## src/rtl/mill_modif_frame_rx_if.sv

```systemverilog
// Byte-stream bus between the modified Miller decoder, the frame deserializer and its consumer.
// The slave modport is the deserializer; the master modport drives decoder bits and consumer ready.
interface mill_modif_frame_rx_if;
    logic       in_bit;
    logic       in_bit_stb;
    logic       in_sof;
    logic       in_eof;
    logic       in_ready;
    logic [7:0] out_byte;
    logic       out_perr;
    logic       out_valid;
    logic       out_frame_done;
    logic       out_frame_err;
    logic       out_short;
    logic [5:0] out_byte_cnt;
    logic       out_overflow;
    logic       out_crc_ok;

    modport master (
        output in_bit, in_bit_stb, in_sof, in_eof, in_ready,
        input  out_byte, out_perr, out_valid, out_frame_done, out_frame_err,
               out_short, out_byte_cnt, out_overflow, out_crc_ok
    );

    modport slave (
        input  in_bit, in_bit_stb, in_sof, in_eof, in_ready,
        output out_byte, out_perr, out_valid, out_frame_done, out_frame_err,
               out_short, out_byte_cnt, out_overflow, out_crc_ok
    );
endinterface

```

## src/rtl/mill_modif_frame_rx.sv

```systemverilog
// ISO 14443-A PCD->PICC frame deserializer: LSB-first bytes, odd parity, short frames, output FIFO.
// Optional CRC_A residue check is compiled in when MILL_CRC_CHECK_EN is defined.
module mill_modif_frame_rx #(
    parameter int FIFO_DEPTH = 4
) (
    input logic                  clk,
    input logic                  in_PoR,
    mill_modif_frame_rx_if.slave bus
);
    localparam int AW = $clog2(FIFO_DEPTH);

    typedef enum logic [1:0] {IDLE, DATA, PARITY, DONE} state_t;

    state_t     state_reg, state_next;
    logic [7:0] shift_reg, shift_next;
    logic [3:0] bit_cnt_reg, bit_cnt_next;
    logic [5:0] byte_cnt_reg, byte_cnt_next;
    logic       frame_done_reg, frame_done_next;
    logic       frame_err_reg, frame_err_next;
    logic       short_reg, short_next;
    logic       overflow_reg, overflow_next;

    logic          push, pop, fifo_full, push_ok;
    logic [8:0]    push_data;
    logic [8:0]    fifo_mem [FIFO_DEPTH];
    logic [AW-1:0] wr_ptr_reg, rd_ptr_reg;
    logic [AW:0]   count_reg;

`ifdef MILL_CRC_CHECK_EN
    logic [15:0] crc_reg, crc_next;
    logic        crc_ok_reg, crc_ok_next;

    // Reflected CRC_A (poly 0x8408), one byte LSB first.
    function automatic logic [15:0] crc_a_byte(input logic [15:0] crc_in, input logic [7:0] data);
        logic [15:0] c;
        c = crc_in;
        for (int i = 0; i < 8; i++) begin
            if (c[0] ^ data[i]) c = (c >> 1) ^ 16'h8408;
            else                c = c >> 1;
        end
        return c;
    endfunction
`endif

    assign pop       = (count_reg != '0) && bus.in_ready;
    assign fifo_full = (count_reg == (AW+1)'(FIFO_DEPTH));
    assign push_ok   = push && (!fifo_full || pop);

    always_comb begin
        state_next      = state_reg;
        shift_next      = shift_reg;
        bit_cnt_next    = bit_cnt_reg;
        byte_cnt_next   = byte_cnt_reg;
        frame_done_next = 1'b0;
        frame_err_next  = frame_err_reg;
        short_next      = short_reg;
        overflow_next   = overflow_reg;
        push            = 1'b0;
        push_data       = '0;
`ifdef MILL_CRC_CHECK_EN
        crc_next        = crc_reg;
        crc_ok_next     = crc_ok_reg;
`endif
        if (bus.in_sof) begin
            // A start of frame restarts from any state; FIFO contents survive.
            state_next     = DATA;
            shift_next     = '0;
            bit_cnt_next   = '0;
            byte_cnt_next  = '0;
            frame_err_next = 1'b0;
            short_next     = 1'b0;
            overflow_next  = 1'b0;
`ifdef MILL_CRC_CHECK_EN
            crc_next       = 16'h6363;
            crc_ok_next    = 1'b0;
`endif
        end else begin
            case (state_reg)
                DATA: if (bus.in_bit_stb) begin
                    shift_next   = {bus.in_bit, shift_reg[7:1]};
                    bit_cnt_next = bit_cnt_reg + 4'd1;
                    if (bit_cnt_next == 4'd8) state_next = PARITY;
                end
                PARITY: if (bus.in_bit_stb) begin
                    push         = 1'b1;
                    push_data    = {(bus.in_bit != ~^shift_reg), shift_reg};
                    bit_cnt_next = '0;
                    state_next   = DATA;
                    if (byte_cnt_reg != 6'd63) byte_cnt_next = byte_cnt_reg + 6'd1;
`ifdef MILL_CRC_CHECK_EN
                    crc_next     = crc_a_byte(crc_reg, shift_reg);
`endif
                end
                DONE: begin
                    frame_done_next = 1'b1;
                    state_next      = IDLE;
                end
                default: ;
            endcase

            // End of frame is judged against counters already updated by a same-cycle bit.
            if (bus.in_eof && (state_reg == DATA || state_reg == PARITY)) begin
                state_next = DONE;
                if (bit_cnt_next == 4'd7 && byte_cnt_next == 6'd0) begin
                    push          = 1'b1;
                    push_data     = {2'b00, shift_next[7:1]};
                    short_next    = 1'b1;
                    byte_cnt_next = 6'd1;
                end else if (bit_cnt_next != 4'd0) begin
                    frame_err_next = 1'b1;
                end
`ifdef MILL_CRC_CHECK_EN
                crc_ok_next = (crc_next == 16'h0000) && (byte_cnt_next >= 6'd3) && !short_next;
`endif
            end
        end
        if (push && !push_ok) overflow_next = 1'b1;
    end

    always_ff @(posedge clk) begin
        if (in_PoR) begin
            state_reg      <= IDLE;
            shift_reg      <= '0;
            bit_cnt_reg    <= '0;
            byte_cnt_reg   <= '0;
            frame_done_reg <= 1'b0;
            frame_err_reg  <= 1'b0;
            short_reg      <= 1'b0;
            overflow_reg   <= 1'b0;
`ifdef MILL_CRC_CHECK_EN
            crc_reg        <= 16'h6363;
            crc_ok_reg     <= 1'b0;
`endif
        end else begin
            state_reg      <= state_next;
            shift_reg      <= shift_next;
            bit_cnt_reg    <= bit_cnt_next;
            byte_cnt_reg   <= byte_cnt_next;
            frame_done_reg <= frame_done_next;
            frame_err_reg  <= frame_err_next;
            short_reg      <= short_next;
            overflow_reg   <= overflow_next;
`ifdef MILL_CRC_CHECK_EN
            crc_reg        <= crc_next;
            crc_ok_reg     <= crc_ok_next;
`endif
        end
    end

    always_ff @(posedge clk) begin
        if (push_ok) fifo_mem[wr_ptr_reg] <= push_data;
    end

    always_ff @(posedge clk) begin
        if (in_PoR) begin
            wr_ptr_reg <= '0;
            rd_ptr_reg <= '0;
            count_reg  <= '0;
        end else begin
            if (push_ok) wr_ptr_reg <= wr_ptr_reg + AW'(1);
            if (pop)     rd_ptr_reg <= rd_ptr_reg + AW'(1);
            case ({push_ok, pop})
                2'b10:   count_reg <= count_reg + (AW+1)'(1);
                2'b01:   count_reg <= count_reg - (AW+1)'(1);
                default: ;
            endcase
        end
    end

    // Head is forced to zero when empty so uninitialised storage never shows.
    assign bus.out_valid      = (count_reg != '0);
    assign bus.out_byte       = bus.out_valid ? fifo_mem[rd_ptr_reg][7:0] : 8'h00;
    assign bus.out_perr       = bus.out_valid ? fifo_mem[rd_ptr_reg][8]   : 1'b0;
    assign bus.out_frame_done = frame_done_reg;
    assign bus.out_frame_err  = frame_err_reg;
    assign bus.out_short      = short_reg;
    assign bus.out_byte_cnt   = byte_cnt_reg;
    assign bus.out_overflow   = overflow_reg;
`ifdef MILL_CRC_CHECK_EN
    assign bus.out_crc_ok     = crc_ok_reg;
`else
    assign bus.out_crc_ok     = 1'b0;
`endif
endmodule

```

## src/flat_wrapper.sv

```systemverilog
// flat-port wrapper written by rule: the top's interface ports become plain ports
module mill_modif_frame_rx_flat 
#(
    parameter int FIFO_DEPTH = 4
)
  (clk, in_PoR, bus_in_bit, bus_in_bit_stb, bus_in_sof, bus_in_eof, bus_in_ready, bus_out_byte, bus_out_perr, bus_out_valid, bus_out_frame_done, bus_out_frame_err, bus_out_short, bus_out_byte_cnt, bus_out_overflow, bus_out_crc_ok);
  mill_modif_frame_rx_if bus_i ();
  input logic clk;
  input logic in_PoR;
  input wire logic [$bits(bus_i.in_bit)-1:0] bus_in_bit;
  input wire logic [$bits(bus_i.in_bit_stb)-1:0] bus_in_bit_stb;
  input wire logic [$bits(bus_i.in_sof)-1:0] bus_in_sof;
  input wire logic [$bits(bus_i.in_eof)-1:0] bus_in_eof;
  input wire logic [$bits(bus_i.in_ready)-1:0] bus_in_ready;
  output wire logic [$bits(bus_i.out_byte)-1:0] bus_out_byte;
  output wire logic [$bits(bus_i.out_perr)-1:0] bus_out_perr;
  output wire logic [$bits(bus_i.out_valid)-1:0] bus_out_valid;
  output wire logic [$bits(bus_i.out_frame_done)-1:0] bus_out_frame_done;
  output wire logic [$bits(bus_i.out_frame_err)-1:0] bus_out_frame_err;
  output wire logic [$bits(bus_i.out_short)-1:0] bus_out_short;
  output wire logic [$bits(bus_i.out_byte_cnt)-1:0] bus_out_byte_cnt;
  output wire logic [$bits(bus_i.out_overflow)-1:0] bus_out_overflow;
  output wire logic [$bits(bus_i.out_crc_ok)-1:0] bus_out_crc_ok;
  assign bus_i.in_bit = bus_in_bit;
  assign bus_i.in_bit_stb = bus_in_bit_stb;
  assign bus_i.in_sof = bus_in_sof;
  assign bus_i.in_eof = bus_in_eof;
  assign bus_i.in_ready = bus_in_ready;
  assign bus_out_byte = bus_i.out_byte;
  assign bus_out_perr = bus_i.out_perr;
  assign bus_out_valid = bus_i.out_valid;
  assign bus_out_frame_done = bus_i.out_frame_done;
  assign bus_out_frame_err = bus_i.out_frame_err;
  assign bus_out_short = bus_i.out_short;
  assign bus_out_byte_cnt = bus_i.out_byte_cnt;
  assign bus_out_overflow = bus_i.out_overflow;
  assign bus_out_crc_ok = bus_i.out_crc_ok;
  mill_modif_frame_rx #(.FIFO_DEPTH(FIFO_DEPTH)) u_core (.clk(clk), .in_PoR(in_PoR), .bus(bus_i));
endmodule
```

## config.mk

```make
export PLATFORM = sky130hd
export DESIGN_NAME = mill_modif_frame_rx_flat
export DESIGN_NICKNAME = d
export VERILOG_FILES = /design/src/rtl/mill_modif_frame_rx_if.sv /design/src/rtl/mill_modif_frame_rx.sv /design/src/flat_wrapper.sv
export SDC_FILE = /design/constraint.sdc
export NUM_CORES = 1
export LEC_CHECK = 0
export CORE_UTILIZATION = 46
export DETAILED_ROUTE_END_ITERATION = 16
export PLACE_DENSITY_LB_ADDON = 0.12
export REMOVE_ABC_BUFFERS = 1
export SYNTH_ARGS = -nofsm -noshare
export SYNTH_HDL_FRONTEND = slang
export SYNTH_SLANG_ARGS = --single-unit
```

## constraint.sdc

```tcl
create_clock -name clk -period 8.9 [get_ports clk]
set_input_delay 0.89 -clock clk [delete_from_list [all_inputs] [get_ports clk]]
set_output_delay 0.89 -clock clk [all_outputs]
set_load 0.01 [all_outputs]
```

# After elaboration in Yosys (flattened, before gate mapping)
# Memory sizes are Yosys's and may differ from the RTL's. A register that Yosys moved wholly into a read port is not among the register bits.
# Index checks and enable logic that the tools add are counted.
# word_totals
ff_bits	31
mem_bits_rw	36
word_cells	98
mem_count	1
# classes
add_sub_neg	6
n_eq_ne	16
mux	38
n_bitwise	1
reduce_logical	23
# memory_table
memory	depth	word_bits	rd	rd_ports_with_merged_regs	write_ports	line	rtl
u_core.fifo_mem	4	9	1	1	1	mill_modif_frame_rx.sv:25	logic [8:0] fifo_mem [FIFO_DEPTH];
# op_table
cell	n
9-bit 2-to-1 mux	5
6-bit 2-to-1 mux	6
8-bit 2-to-1 mux	3
1-bit 2-to-1 mux	12
2-bit 2-to-1 mux	6
4-bit 2-to-1 mux	3
4-bit inequality test (second input constant)	2
4-bit case mux with 2 select lines	1
4-bit AND reduction	2
4-bit nonzero test	2
8-bit XNOR reduction	1
6-bit by 1-bit adder with 6-bit output (second input constant)	1
2-bit == test (second input constant)	3
6-bit zero test	1
3-bit inequality test (second input constant)	2
6-bit inequality test (second input constant)	1
2-bit case mux with 3 select lines	1
3-bit case mux with 2 select lines	1
1-bit logical AND	5
5-bit nonzero test	1
2-bit by 1-bit adder with 2-bit output (second input constant)	2
4-bit by 1-bit adder with 4-bit output (second input constant)	1
2-bit by 1-bit == test with 1-bit output (second input constant)	2
4-bit by 3-bit == test with 1-bit output (second input constant)	1
other kinds (15)	19

# Depth between registers and ports, before layout
# Gate-level depths: netlist of run 1.
# logic_depth
word_depth	14
depth_mapped	16
ltp_nobuf	14

# Worst setup path before layout of run 1
# Ideal clock, no wire load.
# synth_timing
path_type	input to register
startpoint	input bus_in_bit_stb
endpoint	register u_core.count_reg[2]
arrival_time_ns	3.511
t_required_ns	8.829
setup_slack_ns	5.318
stages	15
path_buffers	1
path_cell_list	buf_4 -> inv_1 -> ha_1 -> nand2b_1 -> a31o_2 -> a311o_1 -> nor4b_4 -> o21a_2 -> inv_1 -> ha_1 -> inv_1 -> fa_1 -> xor2_1 -> or3_1 -> a21oi_1
# synth_via
elab_chain_cells	11
# synth_rtl
element	line	rtl
start, declared	flat_wrapper.sv:11	input wire logic [$bits(bus_i.in_bit_stb)-1:0] bus_in_bit_stb;
4-bit 2-to-1 mux (tied with other cells)	mill_modif_frame_rx.sv:84	PARITY: if (bus.in_bit_stb) begin
4-bit case mux with 2 select lines or 6-bit 2-to-1 mux (tied branches)	mill_modif_frame_rx.sv:78	case (state_reg)
4-bit 2-to-1 mux or 6-bit 2-to-1 mux (tied branches)	mill_modif_frame_rx.sv:64	if (bus.in_sof) begin
4-bit by 3-bit == test with 1-bit output or 6-bit zero test (tied branches)	mill_modif_frame_rx.sv:104	if (bit_cnt_next == 4'd7 && byte_cnt_next == 6'd0) begin
1-bit logical AND	mill_modif_frame_rx.sv:104	
1-bit 2-to-1 mux	mill_modif_frame_rx.sv:104	
1-bit 2-to-1 mux *	mill_modif_frame_rx.sv:102	if (bus.in_eof && (state_reg == DATA || state_reg == PARITY)) begin
1-bit 2-to-1 mux *	mill_modif_frame_rx.sv:64	
1-bit logical AND *	mill_modif_frame_rx.sv:47	assign push_ok = push && (!fifo_full || pop);
2-bit by 1-bit == test with 1-bit output or 2-bit == test (tied branches)	mill_modif_frame_rx.sv:162	case ({push_ok, pop})
3-bit case mux with 2 select lines or 2-bit nonzero test (tied branches)	-	
end signal, assigned	mill_modif_frame_rx.sv:163	2'b10: count_reg <= count_reg + (AW+1)'(1);
end signal, assigned	mill_modif_frame_rx.sv:164	2'b01: count_reg <= count_reg - (AW+1)'(1);
end, declared	mill_modif_frame_rx.sv:27	logic [AW:0] count_reg;
# Mark *: on every way between the ends. The rest lies on a longest branch, timed or not. The select of a mux whose other input is x is not followed.
# A chain may end at the register's enable or synchronous reset.

# Final worst setup path of run 1
# Same ends and word-level chain as after synthesis.

==> results of run 1 <==
cells in the mapped netlist, types with 3 or more instances:
| master | n | share of area [%] |
|---|---|---|
| or3_1 | 3 | 0.55 |
| mux2_1 | 6 | 2.0 |
| mux2i_1 | 8 | 2.4 |
| mux4_2 | 9 | 6.0 |
| clkbuf_1 | 7 | 0.78 |
| inv_1 | 12 | 1.3 |
| a21oi_1 | 12 | 1.8 |
| nand4_1 | 3 | 0.55 |
| nor3_1 | 5 | 0.74 |
| nor2_1 | 41 | 4.5 |
| nand3b_1 | 3 | 0.67 |
| ha_1 | 12 | 4.4 |
| o21ai_0 | 6 | 0.89 |
| nand2b_1 | 4 | 0.74 |
| mux2_2 | 3 | 1.0 |
| a31oi_1 | 3 | 0.55 |
| edfxtp_1 | 36 | 32 |
| buf_2 | 3 | 0.44 |
| dfxtp_1 | 33 | 20 |
| nand3_1 | 4 | 0.59 |
| xor2_1 | 7 | 1.8 |
| xnor2_1 | 8 | 2.1 |
| and2_1 | 17 | 3.1 |
| nand2_1 | 23 | 2.6 |
cells by family after synthesis:
kind of cell | share of synthesized area (%)
simple gates | 17.7
flops | 51.5
compound gates | 6.91
buf+inv | 3.59
mux | 11.3
xor+xnor | 3.88
fa+ha+maj | 5.03
other cells | 0.111
worst max-delay path, cell delays in order:
cell and delay [ns]:
clkdlybuf4s50_1 0.70, and2_1 0.48, nand4_1 0.25, mux2_2 0.36, nor4b_4 0.74, o21a_2 0.29
inv_1 0.06, ha_1 0.22, inv_1 0.09, fa_1 0.18, xor2_1 0.08, or3_1 0.31
a21oi_1 0.13
area by class of cell:
| class | instances | area [µm²] |
|---|---|---|
| Inverter | 12 | 45.0 |
| Clock buffer | 10 | 149 |
| Tap cell | 96 | 120 |
| Timing Repair Buffer | 26 | 260 |
| Sequential cell | 69 | 1740 |
| Multi-Input combinational cell | 207 | 1520 |
| Clock inverter | 6 | 67.6 |
| Fill cell | 581 | 3040 |
per-layer routing:
metal,vias to the layer above,share of wire (%),global-route usage [%]
met3,8,4.3,5.00
met2,52,46,28.2
met1,1063,49,23.5
met4,0,0.94,5.22
li1,1118,-,-
met5,-,0,0
through the flow:
step                instances  instance area [µm²]  util, %
floorplan                 288                 3310        -
global placement          410                 3690     53.1
detailed placement        410                 3690     53.1
CTS                       426                 3910     56.2
global route              426                 3910     56.2
finish                    426                 3910     56.2
power breakdown:
part	internal, W	total [W]	switching, W
clock	0.000147	0.000269	0.000122
combinational	0.0000181	0.0000422	0.0000242
sequential	0.000333	0.000336	0.00000275
total	0.000499	0.000647	0.000149
final timing paths:
check | start | to | cells past startpoint
setup / recovery | bus_in_bit_stb | u_core.count_reg[2]$_SDFFE_PP0P_ | 13
hold / removal | u_core.bus.out_overflow$_SDFFE_PP0P_ | u_core.bus.out_overflow$_SDFFE_PP0P_ | 2
setup reg to reg | u_core.state_reg[0]$_SDFFE_PP0P_ | u_core.count_reg[2]$_SDFFE_PP0P_ | 14
hold reg to reg | u_core.bus.out_overflow$_SDFFE_PP0P_ | u_core.bus.out_overflow$_SDFFE_PP0P_ | 2
==> qor.csv, run 1 <==
metric,value,unit
die_x,87.8,µm
tritoncts,built,
cp-end-kind,flip-flop,
syn_avg_cell_area,11.2,µm²
post-cts-setup-buffers,0,
maxCapViolCount,0,
cts.sinks,69,
ctsResizeCount,0,
start_kind,primary input,
num_vias,2241,
period_needed,4.52,ns
ios,28,
leakage,1.35,nW
critPathArrivalTime,4.79,ns
drive_gt1_share,10.6,%
antenna_found_initial,0,
first_pass_iters,4,
hp-class,reg -> reg,
peakVddDrop,0.0000755,V
cts.reportedPaths.clkPinSlew,0.08,ns
h-tree-depth,3,
cp_max_fo,13,
grt_pass1_wl,10.3,mm
gp_congestion,0.813,
initial_core_util,48.7,%
finClkSkew,0.00844,ns
synth_edf_count,36,
overflow,0,
grt_max_degree,21,
first_global_vias,2094,
root_buffer,clkbuf_8,
max_freq,221,MHz
holdWs,0.453,ns
final_common_cell,nor2_1,
io_buffers,26,
dp_hpwl,4.33,mm
wl,6.16,mm
slew_headroom,46.7,%
wl_per_cell,14.5,µm
syn_to_final_growth,15.4,%
drv_slew,0,
most-common-layout-cells,"nor2_1 (41), edfxtp_1 (36), dfxtp_1 (33), clkdlybuf4s50_1 (26), nand2_1 (23)",
tightest_slew,0.797,ns
cts_buffers,9,
largest_reg_flops,36,
drt_iter0_markers,83,
post-route-period-util,50.8,%
netlist_area,3380,µm²
die_area,7700,µm²
viasPerCell,5.26,
finalHoldViolCount,0,
num_rows,30,
ys_seq_area_share,51.5,%
antenna_cells,0,
clk_latency,0.34,ns
finalNetCount,345,
power,0.000647,W
setup-violations-final,0,
clock_path_buffers,2,
power_density,166,nW/µm²
synth.distinct_cells,52,
rsz0062_at_grt,false,
r2r_slack,4.81,ns
cts.hold.buffers_added,0,
grt_usage,17.7,%
die_h,87.8,µm
async_flop_share,0,%
core,6940,µm²
required,9.16,ns
fin_tns_setup,0,ns
ys.warnings.count,0,
outcome,completed,
drc,0,
syn_inst,303,
crit_type,in -> reg,
postRouteAntennaNets,0,
place_ws,4.02,ns
fin_ws,4.38,ns
synth_ff_type,edfxtp_1,
ys_ff_latch,69,
Power figures use the tool's default switching activity.
==> run 2: changes to the inputs <==
- clock period: 8.9 -> 4.6 ns (I/O delays scaled with it)
==> run 2 against run 1 <==
Net effect:
- core utilization grew 0.31 points
- largest cell class unchanged
- critical path type unchanged
- design area increased by 0.54%
- register-to-register slack got worse by 3.6 ns
- clock power increased by 95%
- non-clock buffer count is 3 higher
==> qor.csv, run 2 (synthesis results as in run 1) <==
metric,value,unit
rsz0062_at_grt,false,
maxCapViolCount,0,
grt_max_degree,21,
finClkSkew,0.00839,ns
post-route-period-util,76.6,%
setup-violations-final,0,
cp_max_fo,13,
drc,0,
post-cts-setup-buffers,0,
fin_tns_setup,0,ns
antenna_found_initial,0,
largest_reg_flops,36,
cts_buffers,9,
tightest_slew,0.669,ns
drt_iter0_markers,107,
die_x,87.8,µm
clock_path_buffers,2,
first_global_vias,2125,
critPathArrivalTime,3.79,ns
start_kind,primary input,
fillerInstances,595,
postRouteAntennaNets,0,
root_buffer,clkbuf_8,
finalNetCount,348,
slew_headroom,54.8,%
dp_hpwl,4.31,mm
wl_per_cell,14.4,µm
seq_area,1740,µm²
cp-end-kind,flip-flop,
max_freq,284,MHz
required,4.87,ns
cts.hold.buffers_added,0,
outcome,completed,
die_h,87.8,µm
cts.reportedPaths.clkPinSlew,0.08,ns
num_rows,30,
power_density,320,nW/µm²
r2r.worst_path.cells,14,
ios,28,
power,0.00126,W
core,6940,µm²
syn_to_final_growth,16.0,%
hp-class,reg -> reg,
leakage,1.37,nW
wl,6.19,mm
tritoncts,built,
hold_path_depth,2,
crit_type,in -> reg,
final_common_cell,nor2_1,
num_vias,2251,
clk_latency,0.34,ns
h-tree-depth,3,
ctsResizeCount,0,
holdWs,0.454,ns
drv_slew,0,
drive_gt1_share,11.4,%
initial_core_util,48.7,%
finalHoldViolCount,0,
antenna_cells,0,
multiInputGateArea,1520,µm²
cts.sinks,69,
grt_pass1_wl,10.0,mm
most-common-layout-cells,"nor2_1 (41), edfxtp_1 (36), dfxtp_1 (33), clkdlybuf4s50_1 (26), nand2_1 (23)",
viasPerCell,5.25,
grt_usage,17.5,%
peakVddDrop,0.000126,V
overflow,0,
io_buffers,26,
period_needed,3.52,ns
die_area,7700,µm²
first_pass_iters,4,
gp_congestion,0.805,
[run 2: per-stage QoR]
step	instance area [µm²]	setup slack [ns]	std cells	utilization [%]
after floorplan	3310	1.17	288	-
after global placement	3710	0.830	413	53.4
after detailed placement	3710	0.730	413	53.4
after CTS	3930	1.08	429	56.5
after global routing	3930	0.857	429	56.5
final	3930	1.08	429	56.5
[run 2: final cells by class]
class	count	share of cell area, %
timing repair buffer	29	7.20
clock buffer	10	3.79
inverter	12	1.15
multi-input combinational	207	38.8
clock inverter	6	1.69
sequential	69	44.4
tap	96	3.06
[run 2: worst paths after layout]
| check | from | end | slack (ns) |
|---|---|---|---|
| max | bus_in_bit_stb | u_core.count_reg[2]$_SDFFE_PP0P_ | 1.08 |
| min | u_core.bus.out_overflow$_SDFFE_PP0P_ | u_core.bus.out_overflow$_SDFFE_PP0P_ | 0.45 |
| max reg2reg | u_core.state_reg[0]$_SDFFE_PP0P_ | u_core.count_reg[2]$_SDFFE_PP0P_ | 1.24 |
| min reg2reg | u_core.bus.out_overflow$_SDFFE_PP0P_ | u_core.bus.out_overflow$_SDFFE_PP0P_ | 0.45 |
[run 2: per-layer routing]
layer  global-route usage [%]  up-vias  share of wire (%)
met1                     22.5     1069                 49
met3                     3.11        7                3.3
met5                        0        -                  0
met2                     28.7       48                 46
li1                         -     1127                  -
met4                     8.05        0                1.4
[run 2: critical path: stages]
cell             delay (ns)
clkdlybuf4s50_1        0.70
inv_1                  0.08
ha_1                   0.28
nand2b_1               0.14
a31o_2                 0.26
a311o_1                0.36
nor4b_4                0.24
o21a_2                 0.22
inv_1                  0.06
ha_1                   0.22
inv_1                  0.07
fa_1                   0.17
xor2_1                 0.07
or3_1                  0.31
a21oi_1                0.14
[run 2: power breakdown]
| part | internal [W] | switching [W] |
|---|---|---|
| clock | 0.000285 | 0.000238 |
| sequential | 0.000645 | 0.00000546 |
| combinational | 0.0000358 | 0.0000468 |
| total | 0.000966 | 0.000291 |
